`src/rtl/bht_port_scheduler_pkg.sv`:
```
// Shared types and helpers for the BHT port scheduler: counter encodings,
// saturating update, FSM states and the branch opcodes used across the predictor.
package bp_sched_pkg;

  localparam logic [1:0] CTR_SNT = 2'b00;
  localparam logic [1:0] CTR_WNT = 2'b01;
  localparam logic [1:0] CTR_WT  = 2'b10;
  localparam logic [1:0] CTR_ST  = 2'b11;

  localparam logic [6:0] OPC_BRANCH = 7'b1100011;
  localparam logic [2:0] F3_BEQ     = 3'b000;
  localparam logic [2:0] F3_BNE     = 3'b001;

  typedef enum logic {
    S_INIT = 1'b0,
    S_RUN  = 1'b1
  } sched_state_t;

  function automatic logic [1:0] sat_update(input logic [1:0] ctr, input logic taken);
    if (taken) return (ctr == CTR_ST) ? CTR_ST : ctr + 2'd1;
    return (ctr == CTR_SNT) ? CTR_SNT : ctr - 2'd1;
  endfunction

endpackage

```
`src/rtl/bht_port_scheduler_if.sv`:
```
// Lookup, prediction, update and status signals between the IF/ID pipeline
// (master) and the BHT port scheduler (slave).
interface bht_port_scheduler_if #(
  parameter int FIFO_DEPTH = 4
) ();

  logic                          clear;
  logic                          lookup_valid;
  logic [31:0]                   lookup_pc;
  logic                          lookup_ready;
  logic                          pred_valid;
  logic                          pred_taken;
  logic [1:0]                    pred_ctr;
  logic                          upd_valid;
  logic [31:0]                   upd_pc;
  logic [1:0]                    upd_ctr;
  logic                          upd_taken;
  logic                          upd_ready;
  logic                          init_busy;
  logic [$clog2(FIFO_DEPTH):0]   fifo_level;

  modport master (
    output clear, lookup_valid, lookup_pc, upd_valid, upd_pc, upd_ctr, upd_taken,
    input  lookup_ready, pred_valid, pred_taken, pred_ctr, upd_ready, init_busy, fifo_level
  );

  modport slave (
    input  clear, lookup_valid, lookup_pc, upd_valid, upd_pc, upd_ctr, upd_taken,
    output lookup_ready, pred_valid, pred_taken, pred_ctr, upd_ready, init_busy, fifo_level
  );

endinterface

```
`src/rtl/bht_port_scheduler_ram.sv`:
```
// Single-port synchronous-read counter table; contents are established by the
// scheduler's init sweep rather than by reset.
module bht_sp_ram #(
  parameter int DEPTH = 128,
  parameter int AW    = 7
) (
  input  logic          clk,
  input  logic [AW-1:0] addr,
  input  logic          we,
  input  logic [1:0]    wdata,
  output logic [1:0]    rdata
);

  logic [1:0] mem [DEPTH];

  // NOTE: storage arrays carry no reset; a reset here would turn the array
  // into flops and is redundant because the sweep writes every entry.
  always_ff @(posedge clk) begin
    if (we) mem[addr] <= wdata;
    rdata <= mem[addr];
  end

endmodule

```
`src/rtl/bht_port_scheduler.sv`:
```
// Time-shares the single BHT port between the init sweep, IF lookups and the
// queued ID updates, with a starvation guard that forces the queue to drain.
module bht_port_scheduler
  import bp_sched_pkg::*;
#(
  parameter int         TABLESIZE    = 128,
  parameter int         INDEXBITS    = 7,
  parameter int         FIFO_DEPTH   = 4,
  parameter int         STARVE_LIMIT = 8,
  parameter logic [1:0] INIT_CTR     = CTR_WNT
) (
  input logic                 clk,
  input logic                 rst,
  bht_port_scheduler_if.slave bus
);

  localparam int PTR_W  = $clog2(FIFO_DEPTH);
  localparam int LVL_W  = PTR_W + 1;
  localparam int WAIT_W = $clog2(STARVE_LIMIT + 1);

  typedef struct packed {
    logic [INDEXBITS-1:0] idx;
    logic [1:0]           ctr;
  } upd_entry_t;

  sched_state_t         state, state_nxt;
  logic [INDEXBITS-1:0] init_idx;
  upd_entry_t           fifo_mem [FIFO_DEPTH];
  upd_entry_t           head_entry;
  logic [PTR_W-1:0]     head, tail;
  logic [LVL_W-1:0]     level;
  logic [WAIT_W-1:0]    head_wait;
  logic                 in_run, fifo_empty, fifo_full, force_drain;
  logic                 lookup_ready, upd_ready, lookup_fire, push, pop;
  logic                 pred_valid_q;
  logic [1:0]           last_ctr;
  logic [INDEXBITS-1:0] lookup_idx, ram_addr;
  logic                 ram_we;
  logic [1:0]           ram_wdata, ram_rdata;
  logic                 unused_pc_bits;

  assign lookup_idx  = bus.lookup_pc[INDEXBITS+1:2];
  assign head_entry  = fifo_mem[head];
  assign in_run      = (state == S_RUN);
  assign fifo_empty  = (level == '0);
  assign fifo_full   = (level == LVL_W'(FIFO_DEPTH));
  assign force_drain = !fifo_empty && (fifo_full || head_wait >= WAIT_W'(STARVE_LIMIT));

  // Ready signals come from registered state only, never from the valids.
  assign lookup_ready = in_run && !force_drain;
  assign upd_ready    = in_run && !fifo_full;
  assign lookup_fire  = bus.lookup_valid && lookup_ready;
  assign push         = bus.upd_valid && upd_ready && !bus.clear;
  assign pop          = in_run && !bus.clear && !fifo_empty && !lookup_fire;

  // NOTE: sequential state uses non-blocking assignments so every flop
  // samples pre-edge values regardless of process ordering.
  always_ff @(posedge clk or posedge rst) begin
    if (rst) state <= S_INIT;
    else     state <= state_nxt;
  end

  // NOTE: every output of this block gets a default first, so no path
  // through the case leaves a signal unassigned and infers a latch.
  always_comb begin
    state_nxt = state;
    ram_we    = 1'b0;
    ram_addr  = lookup_idx;
    ram_wdata = INIT_CTR;
    case (state)
      S_INIT: begin
        ram_we   = 1'b1;
        ram_addr = init_idx;
        if (init_idx == INDEXBITS'(TABLESIZE - 1)) state_nxt = S_RUN;
      end
      S_RUN: begin
        if (pop) begin
          ram_we    = 1'b1;
          ram_addr  = head_entry.idx;
          ram_wdata = head_entry.ctr;
        end
      end
      default: ;
    endcase
    if (bus.clear) state_nxt = S_INIT;
  end

  always_ff @(posedge clk or posedge rst) begin
    if (rst)                  init_idx <= '0;
    else if (bus.clear)       init_idx <= '0;
    else if (state == S_INIT) init_idx <= (init_idx == INDEXBITS'(TABLESIZE - 1)) ? '0
                                                                                    : init_idx + INDEXBITS'(1);
  end

  // Clear flushes the queue, so updates queued (or offered) at that point never reach the table.
  always_ff @(posedge clk or posedge rst) begin
    if (rst) begin
      head      <= '0;
      tail      <= '0;
      level     <= '0;
      head_wait <= '0;
    end else if (bus.clear) begin
      head      <= '0;
      tail      <= '0;
      level     <= '0;
      head_wait <= '0;
    end else begin
      if (push) tail <= tail + PTR_W'(1);
      if (pop)  head <= head + PTR_W'(1);
      case ({push, pop})
        2'b10:   level <= level + LVL_W'(1);
        2'b01:   level <= level - LVL_W'(1);
        default: ;
      endcase
      if (pop || fifo_empty)                          head_wait <= '0;
      else if (head_wait != WAIT_W'(STARVE_LIMIT))    head_wait <= head_wait + WAIT_W'(1);
    end
  end

  always_ff @(posedge clk) begin
    if (push) fifo_mem[tail] <= '{idx: bus.upd_pc[INDEXBITS+1:2],
                                  ctr: sat_update(bus.upd_ctr, bus.upd_taken)};
  end

  // pred_ctr holds the last delivered value while no prediction is valid.
  always_ff @(posedge clk or posedge rst) begin
    if (rst) begin
      pred_valid_q <= 1'b0;
      last_ctr     <= CTR_SNT;
    end else begin
      pred_valid_q <= lookup_fire;
      if (pred_valid_q) last_ctr <= ram_rdata;
    end
  end

  bht_sp_ram #(.DEPTH(TABLESIZE), .AW(INDEXBITS)) u_ram (
    .clk   (clk),
    .addr  (ram_addr),
    .we    (ram_we),
    .wdata (ram_wdata),
    .rdata (ram_rdata)
  );

  assign bus.lookup_ready = lookup_ready;
  assign bus.upd_ready    = upd_ready;
  assign bus.pred_valid   = pred_valid_q;
  assign bus.pred_ctr     = pred_valid_q ? ram_rdata : last_ctr;
  assign bus.pred_taken   = bus.pred_ctr[1];
  assign bus.init_busy    = (state == S_INIT);
  assign bus.fifo_level   = level;

  assign unused_pc_bits = ^{bus.lookup_pc[31:INDEXBITS+2], bus.lookup_pc[1:0],
                            bus.upd_pc[31:INDEXBITS+2], bus.upd_pc[1:0]};

endmodule

```
`src/flat_wrapper.sv`:
```
// flat-port wrapper written by rule: the top's interface ports become plain ports
module bht_port_scheduler_flat import bp_sched_pkg::*;
#(
  parameter int         TABLESIZE    = 128,
  parameter int         INDEXBITS    = 7,
  parameter int         FIFO_DEPTH   = 4,
  parameter int         STARVE_LIMIT = 8,
  parameter logic [1:0] INIT_CTR     = CTR_WNT
)
  (clk, rst, bus_clear, bus_lookup_valid, bus_lookup_pc, bus_upd_valid, bus_upd_pc, bus_upd_ctr, bus_upd_taken, bus_lookup_ready, bus_pred_valid, bus_pred_taken, bus_pred_ctr, bus_upd_ready, bus_init_busy, bus_fifo_level);
  bht_port_scheduler_if #(.FIFO_DEPTH(FIFO_DEPTH)) bus_i ();
  input logic clk;
  input logic rst;
  input wire logic [$bits(bus_i.clear)-1:0] bus_clear;
  input wire logic [$bits(bus_i.lookup_valid)-1:0] bus_lookup_valid;
  input wire logic [$bits(bus_i.lookup_pc)-1:0] bus_lookup_pc;
  input wire logic [$bits(bus_i.upd_valid)-1:0] bus_upd_valid;
  input wire logic [$bits(bus_i.upd_pc)-1:0] bus_upd_pc;
  input wire logic [$bits(bus_i.upd_ctr)-1:0] bus_upd_ctr;
  input wire logic [$bits(bus_i.upd_taken)-1:0] bus_upd_taken;
  output wire logic [$bits(bus_i.lookup_ready)-1:0] bus_lookup_ready;
  output wire logic [$bits(bus_i.pred_valid)-1:0] bus_pred_valid;
  output wire logic [$bits(bus_i.pred_taken)-1:0] bus_pred_taken;
  output wire logic [$bits(bus_i.pred_ctr)-1:0] bus_pred_ctr;
  output wire logic [$bits(bus_i.upd_ready)-1:0] bus_upd_ready;
  output wire logic [$bits(bus_i.init_busy)-1:0] bus_init_busy;
  output wire logic [$bits(bus_i.fifo_level)-1:0] bus_fifo_level;
  assign bus_i.clear = bus_clear;
  assign bus_i.lookup_valid = bus_lookup_valid;
  assign bus_i.lookup_pc = bus_lookup_pc;
  assign bus_i.upd_valid = bus_upd_valid;
  assign bus_i.upd_pc = bus_upd_pc;
  assign bus_i.upd_ctr = bus_upd_ctr;
  assign bus_i.upd_taken = bus_upd_taken;
  assign bus_lookup_ready = bus_i.lookup_ready;
  assign bus_pred_valid = bus_i.pred_valid;
  assign bus_pred_taken = bus_i.pred_taken;
  assign bus_pred_ctr = bus_i.pred_ctr;
  assign bus_upd_ready = bus_i.upd_ready;
  assign bus_init_busy = bus_i.init_busy;
  assign bus_fifo_level = bus_i.fifo_level;
  bht_port_scheduler #(.TABLESIZE(TABLESIZE), .INDEXBITS(INDEXBITS), .FIFO_DEPTH(FIFO_DEPTH), .STARVE_LIMIT(STARVE_LIMIT), .INIT_CTR(INIT_CTR)) u_core (.clk(clk), .rst(rst), .bus(bus_i));
endmodule
```
`config.mk`:
```
export PLATFORM = sky130hd
export DESIGN_NAME = bht_port_scheduler_flat
export DESIGN_NICKNAME = d
export VERILOG_FILES = /design/src/rtl/bht_port_scheduler_pkg.sv /design/src/rtl/bht_port_scheduler_if.sv /design/src/rtl/bht_port_scheduler_ram.sv /design/src/rtl/bht_port_scheduler.sv /design/src/flat_wrapper.sv
export SDC_FILE = /design/constraint.sdc
export NUM_CORES = 1
export LEC_CHECK = 0
export BUFFER_PORTS_ARGS = -buffer_cell sky130_fd_sc_hd__buf_4
export CAP_MARGIN = 40
export CORE_UTILIZATION = 65
export CTS_CLUSTER_DIAMETER = 150
export DETAILED_ROUTE_END_ITERATION = 10
export MAX_ROUTING_LAYER = met4
export PLACE_DENSITY = 0.93
export SLEW_MARGIN = 20
export SYNTH_ARGS = -nofsm -noshare
export SYNTH_HDL_FRONTEND = slang
export SYNTH_SLANG_ARGS = --single-unit
```
`constraint.sdc`:
```
create_clock -name clk -period 8.8 [get_ports clk]
set_clock_uncertainty 0.15 [all_clocks]
set_input_delay 0.88 -clock clk [delete_from_list [all_inputs] [get_ports clk]]
set_output_delay 0.88 -clock clk [all_outputs]
set_load 0.005 [all_outputs]
```
## Yosys cells after proc, flatten, opt, wreduce, memory -nomap -nowiden

Memory sizes are Yosys's and may differ from the RTL's. A register that Yosys moved wholly into a read port is not among the register bits.
Cells that the tools add are included.

| word-level totals | value |
|---|---|
| logic and storage cells | 82 |
| input bits | 72 |
| memories | 2 |
| output and inout bits | 10 |
| bits in registers | 22 |
| RAM bits | 292 |

Memories:

| memory | words | width | read ports | clocked after Yosys merged registers in | write ports | RTL line | RTL |
|---|---|---|---|---|---|---|---|
| u_core.u_ram.mem | 128 | 2 | 1 | 1 | 1 | bht_port_scheduler_ram.sv:14 | `logic [1:0] mem [DEPTH];` |
| u_core.fifo_mem | 4 | 9 | 1 | 0 | 1 | bht_port_scheduler.sv:28 | `upd_entry_t fifo_mem [FIFO_DEPTH];` |

| operators by class | value |
|---|---|
| reduce and logical (&&, ||, !) cells | 22 |
| mux-type cells | 33 |
| bitwise logic cells | 1 |
| $add $sub $neg | 8 |
| magnitude comparators | 1 |
| eq/ne operators | 7 |

Operators by type and width:

| kind | count |
|---|---|
| $mux W7 | 4 |
| $mux W2 | 12 |
| $pmux W7 S2 | 1 |
| $mux W4 | 3 |
| $mux W1 | 10 |
| $logic_and A1 B1 Y1 | 9 |
| $add A7 B1 Y7 const B | 1 |
| $eq A7 B7 Y1 const B | 1 |
| $add A2 B1 Y2 const B | 3 |
| $pmux W3 S2 | 1 |
| $reduce_bool A3 Y1 | 2 |
| $logic_not A1 Y1 | 5 |
| $add A4 B1 Y4 const B | 1 |
| $eq A2 B2 Y1 const B | 2 |
| $ge A4 B4 Y1 const B | 1 |
| $ne A4 B4 Y1 const B | 1 |
| $reduce_bool A2 Y1 | 2 |
| $add A3 B1 Y3 const B | 1 |
| $eq A3 B3 Y1 const B | 1 |
| $logic_not A3 Y1 | 1 |
| $mux W3 | 1 |
| $sub A3 B1 Y3 const B | 1 |
| $eq A2 B1 Y1 const B | 1 |
| $logic_not A2 Y1 | 1 |
| 5 further kinds | 6 |

## Depth between registers and ports, before layout

| logic depth | value |
|---|---|
| depth after elaboration | 12 |
| depth in mapped cells | 14 |
| gate-level depth less buffers | 10 |

## By module

A second synthesis with hierarchy kept.

| second synthesis, totals | value |
|---|---|
| cells, all modules | 941 |
| area, all modules | 13523.0 µm² |

Modules (own cells, without submodules):

| module | instances | area each (µm²) | cells each | seq. area each (µm²) |
|---|---|---|---|---|
| bht_sp_ram | 1 | 10765.3 | 742 | 7727.4 |
| bht_port_scheduler | 1 | 2757.6 | 199 | 1631.6 |

## Worst setup path before layout

OpenSTA, ideal clock, no wires.

| timing | value |
|---|---|
| path type | input -> register |
| start | input port bus_clear |
| end | memory u_core.u_ram.mem[0][1], data pin |
| cell stages on the path | 5 |
| setup time | 0.533 ns |
| required time | 8.117 ns |
| path slack | 4.379 ns |
| path buffers | 2 |
| data arrival time | 3.738 ns |
| path through | buf_2 nand2b_1 buf_2 a211oi_1 and2_1 |

| between the ends | value |
|---|---|
| longest elaborated chain between the ends | 6 |

Ends and longest elaborated chain:

| item | RTL line | RTL |
|---|---|---|
| start: declaration | flat_wrapper.sv:14 | `input wire logic [$bits(bus_i.clear)-1:0] bus_clear;` |
| $logic_not A1 Y1 | bht_port_scheduler.sv:54 | `assign pop = in_run && !bus.clear && !fifo_empty && !lookup_fire;` |
| $logic_and A1 B1 Y1 (3 in series) | bht_port_scheduler.sv:54 |  |
| $mux W2 | bht_port_scheduler.sv:77 | `if (pop) begin` |
| $mux W2 | bht_port_scheduler.sv:70 | `case (state)` |
| named net u_core.ram_wdata[1] | bht_port_scheduler.sv:39 | `logic [1:0] ram_wdata, ram_rdata;` |
| end: declaration | bht_port_scheduler_ram.sv:14 |  |

The timed path passes the listed nets, and every way through them passes these cells.

## Worst setup path in the final report

| timing | value |
|---|---|
| start | register u_core.head[0] |
| end | register u_core.u_ram.rdata[0], read port of u_core.u_ram.mem |

| between the ends | value |
|---|---|
| longest elaborated chain between the ends | 3 |

Ends and longest elaborated chain:

| item | RTL line | RTL |
|---|---|---|
| start: declaration | bht_port_scheduler.sv:30 | `logic [PTR_W-1:0] head, tail;` |
| start signal: assignment | bht_port_scheduler.sv:109 | `if (pop) head <= head + PTR_W'(1);` |
| $mem_v2 Z4 W9 | -- |  |
| $mux W7 | bht_port_scheduler.sv:77 |  |
| $pmux W7 S2 | bht_port_scheduler.sv:70 |  |
| end: declaration | bht_port_scheduler_ram.sv:11 | `output logic [1:0] rdata` |

Every way passes these cells.
A chain may end at the register's enable or synchronous reset.

==> impl_metrics.prom <==
# TYPE chip_impl_metric gauge
chip_impl_info{name="status",value="complete, no violations"} 1
chip_impl_metric{name="cp.buffers_inverters",unit=""} 1
chip_impl_info{name="worst_setup_path_start_kind",value="flip-flop"} 1
chip_impl_metric{name="post_synth_num_cell_types",unit=""} 60
chip_impl_metric{name="number_of_buffers_inserted_by_port_buffering",unit=""} 31
chip_impl_metric{name="routed-wl-met2",unit="microns"} 17400
chip_impl_metric{name="drv_slew",unit=""} 0
chip_impl_info{name="crit_path_end",value="u_core.u_ram.rdata[0]"} 1
chip_impl_metric{name="finalHoldViolCount",unit=""} 0
chip_impl_metric{name="die_width",unit="microns"} 149
chip_impl_metric{name="dpl.cell_count",unit=""} 1280
chip_impl_info{name="netlist_top_cells_area",value="sky130_fd_sc_hd__edfxtp_1, sky130_fd_sc_hd__mux2i_1, sky130_fd_sc_hd__nor2_1"} 1
chip_impl_metric{name="worst-slew-pin-transition",unit="ns"} 0.795
chip_impl_info{name="synth_largest_area_cell",value="sky130_fd_sc_hd__edfxtp_1"} 1
chip_impl_metric{name="cp_num_cells",unit=""} 9
chip_impl_info{name="hp-class",value="primary input to async pin"} 1
chip_impl_metric{name="yosys.area.top_type_share",unit="%"} 62.1
chip_impl_metric{name="synth_enable_flop_cells",unit=""} 292
chip_impl_info{name="reg2reg_to",value="u_core.u_ram.rdata[0]"} 1
chip_impl_metric{name="detail-route-antenna-nets",unit=""} 0
chip_impl_metric{name="io_pins",unit=""} 82
chip_impl_metric{name="vias",unit=""} 9888
chip_impl_metric{name="mapped_cells",unit=""} 1038
chip_impl_metric{name="drive_gt1_share",unit="%"} 11.5
chip_impl_metric{name="met3RoutedLength",unit="microns"} 4290
chip_impl_metric{name="m1WireLength",unit="microns"} 12000
chip_impl_info{name="highest-signal-layer",value="met4"} 1
chip_impl_metric{name="dieHeight",unit="microns"} 149
chip_impl_info{name="critical_path.cell_chain",value="mux4_2 > a2111o_2 > buf_12 > nand3_4 > mux2_2 > a2111oi_0 > o21ai_0 > nand4b_1 > and4_1"} 1
chip_impl_metric{name="async_reset_ff_share",unit="%"} 6.96
chip_impl_metric{name="n_antenna_cell",unit=""} 0
chip_impl_info{name="worst-setup-path-type",value="flip-flop to flip-flop"} 1
chip_impl_metric{name="timing.reg2reg.setup_slack",unit="ns"} 3.70
chip_impl_metric{name="critPathMaxStageDelay",unit="ns"} 0.76
chip_impl_metric{name="num_cts_buffers",unit=""} 29
chip_impl_metric{name="grt.overflow.total",unit=""} 0
chip_impl_metric{name="route.detailed.drc",unit=""} 0
chip_impl_metric{name="grt_antenna_before_repair",unit=""} 0
chip_impl_metric{name="grt_start_max_net_pins",unit=""} 95
chip_impl_metric{name="setup-violations-final",unit=""} 0
chip_impl_metric{name="holdBufCountCts",unit=""} 0
chip_impl_metric{name="cap_viol_max_count",unit=""} 0
chip_impl_metric{name="wire_length_of_the_first_global_routing_pass",unit="microns"} 54200
chip_impl_metric{name="initial_cell_density_of_the_core",unit="%"} 66.7
chip_impl_metric{name="worst_case_reg_to_reg_path_depth",unit=""} 9
chip_impl_metric{name="gr-usage-all-layers",unit="%"} 33.2
chip_impl_metric{name="cts_repair_resize_count",unit=""} 0
chip_impl_metric{name="finish.cell_count_without_fillers",unit=""} 1335
chip_impl_info{name="reg_to_reg_startpoint",value="u_core.head[0]"} 1
chip_impl_info{name="tritoncts",value="built"} 1
chip_impl_info{name="setup.worst_path.start",value="u_core.head[0]"} 1
chip_impl_metric{name="max_fanout_on_critical_path",unit=""} 34
chip_impl_metric{name="detail_route.vias_per_cell",unit=""} 7.41
chip_impl_metric{name="postCtsSetupRepairBufs",unit=""} 0
chip_impl_metric{name="clk_path_buf_depth",unit=""} 3
chip_impl_metric{name="htree_num_levels",unit=""} 1
chip_impl_metric{name="cts_sinks",unit=""} 316
chip_impl_metric{name="register_bit_count_reported_by_yosys",unit=""} 316
chip_impl_metric{name="hold_slack",unit="ns"} 0.120
chip_impl_info{name="timing.critical_path.max_delay_family",value="compound AO/OA/AOI/OAI gates"} 1
chip_impl_metric{name="detailedRoute.firstIterationViolations",unit=""} 1604
chip_impl_metric{name="synth.net_count",unit=""} 1118
chip_impl_metric{name="power.density",unit="nW/um^2"} 192
chip_impl_metric{name="dp.final_hpwl",unit="microns"} 19900
chip_impl_metric{name="gp_congestion",unit=""} 0.837
chip_impl_metric{name="period_minus_slack",unit="ns"} 5.10
chip_impl_metric{name="finalCritPeriodShare",unit="%"} 57.9
chip_impl_metric{name="setup_total_negative_slack",unit="ns"} 0
chip_impl_metric{name="grt_pass1_vias",unit=""} 9810
chip_impl_metric{name="layout.nets",unit=""} 1118
chip_impl_metric{name="synth_seq_area_share",unit="%"} 66.3
chip_impl_metric{name="ys_warn_count",unit=""} 0
chip_impl_info{name="cpMaxStageDelayCell",value="sky130_fd_sc_hd__dfrtp_1"} 1
chip_impl_metric{name="cp.arrival",unit="ns"} 5.38
chip_impl_metric{name="post_drt_wl_per_cell",unit="microns"} 26.7
chip_impl_metric{name="coreArea",unit="sq um"} 21200
chip_impl_metric{name="post_synth_design_cell_area",unit="sq um"} 14100
chip_impl_metric{name="clock_pin_slew_on_the_worst_setup_and_hold_paths",unit="ns"} 0.07
chip_impl_metric{name="placement_rows",unit=""} 53
chip_impl_metric{name="detail_route.first_pass.iterations",unit=""} 7
chip_impl_info{name="clock_tree.root_cell",value="sky130_fd_sc_hd__clkbuf_16"} 1
chip_impl_metric{name="vdd_ir_drop_max",unit="mV"} 0.132
chip_impl_metric{name="power.static_leakage",unit="nW"} 5.55
chip_impl_metric{name="worstSkewPairLatency",unit="ns"} 0.56
chip_impl_metric{name="area_delta_synth_final",unit="%"} 10.0
chip_impl_info{name="rsz0062_at_grt",value="no"} 1
chip_impl_info{name="critPathCaptureType",value="flip-flop"} 1
chip_impl_metric{name="synth.avg_cell_area",unit="sq um"} 13.6
chip_impl_metric{name="cp_data_required_time",unit="ns"} 9.08
chip_impl_info{name="dominantRegCellSynth",value="sky130_fd_sc_hd__edfxtp_1"} 1
chip_impl_metric{name="achievable-frequency",unit="GHz"} 0.196
chip_impl_metric{name="detail_route.wirelength",unit="microns"} 35600
chip_impl_metric{name="slew_headroom",unit="%"} 45.6
chip_impl_metric{name="floorplan.die_area",unit="sq um"} 22300
[per-stage QoR]
step | power, mW | utilization [%] | worst slack [ns] | instance area [sq um]
floorplan | 1.76 | - | 4.38 | 14100
global placement | 1.80 | 68.2 | 3.45 | 14400
detailed placement | 1.81 | 69.1 | 3.52 | 14600
CTS | 2.97 | 73.3 | 3.79 | 15500
global route | 3.04 | 73.4 | 3.72 | 15500
finish | 2.98 | 73.4 | 3.70 | 15500
[flip-flops by register name, summed over array words and instances (netlist names)]
register,cells
u_core.u_ram.mem,256
u_core.fifo_mem,36
u_core.init_idx,7
u_core.head_wait,4
u_core.bus.fifo_level,3
u_core.head,2
u_core.last_ctr,2
u_core.tail,2
u_core.u_ram.rdata,2
u_core.bus.pred_valid,1
u_core.in_run,1
[how the worst min path moves through the flow]
stage | from | slack [ns] | depth (start not counted) | endpoint
global placement | u_core.last_ctr[0] | 0.33 | 1 | u_core.last_ctr[0]
floorplan | u_core.u_ram.rdata[0] | 0.32 | 1 | u_core.last_ctr[0]
global route | rst | 0.14 | 2 | u_core.head_wait[3]
detailed placement | u_core.last_ctr[0] | 0.35 | 1 | u_core.last_ctr[0]
CTS | rst | 0.12 | 2 | u_core.bus.pred_valid
finish | rst | 0.12 | 2 | u_core.bus.pred_valid
[where the power goes]
group | switching (mW) | internal [mW]
combinational | 0.110 | 0.0538
sequential | 0.00563 | 1.63
clock | 0.520 | 0.666
total | 0.636 | 2.35
[cells in the final DEF (no fill, tap or decap), types with 13 or more instances in the layout]
cell type and count:
sky130_fd_sc_hd__a221oi_1 29, sky130_fd_sc_hd__clkbuf_16 29, sky130_fd_sc_hd__nor2_1 152, sky130_fd_sc_hd__nand4_1 61, sky130_fd_sc_hd__clkbuf_1 13, sky130_fd_sc_hd__nand2_1 31
sky130_fd_sc_hd__o21ai_0 26, sky130_fd_sc_hd__buf_4 49, sky130_fd_sc_hd__o22ai_1 36, sky130_fd_sc_hd__dfrtp_1 22, sky130_fd_sc_hd__a2111oi_0 28, sky130_fd_sc_hd__mux2i_1 74
sky130_fd_sc_hd__o31ai_1 55, sky130_fd_sc_hd__edfxtp_1 292
[cell families after synthesis]
kind of cell             share of synthesized area, %
XOR/XNOR                                        0.620
buffers and inverters                            3.54
adder cells (fa/ha/maj)                         0.904
AND/OR/NAND/NOR                                  10.6
AO/OA/AOI/OAI                                    10.7
flip-flops                                       66.3
multiplexers                                     7.39
[cell usage after synthesis, drive strengths merged, types with 2 or more instances]
cell	number
edfxtp	292
nor2	152
mux2i	75
nand4	61
o31ai	55
clkbuf	53
buf	40
o22ai	36
nand2	31
a2111oi	30
a221oi	29
o21ai	29
dfrtp	22
or4	12
nand3	11
and2	9
mux4	9
inv	8
nand2b	8
ha	7
nor2b	7
a21oi	6
a22oi	6
mux2	6
and3	5
xnor2	5
xor2	5
nor3	3
a221o	2
and4	2
dfxtp	2
maj3	2
nand4b	2
or2	2
or3	2
[layer usage]
layer | vias up | track usage, %
li1 | 4102 | -
met3 | 229 | 6.82
met1 | 4719 | 40.1
met5 | - | -
met2 | 838 | 53.8
met4 | 0 | 16.1
[area by class of cell]
class,instances,area [sq um]
clock buffers,42,774
clock inverters,11,101
fillers,1174,5620
inverters,9,33.8
multi-input cells,620,4330
flip-flops and latches,316,9360
well taps,275,344
repair buffers,62,594
(Power assumes the default switching activity.)
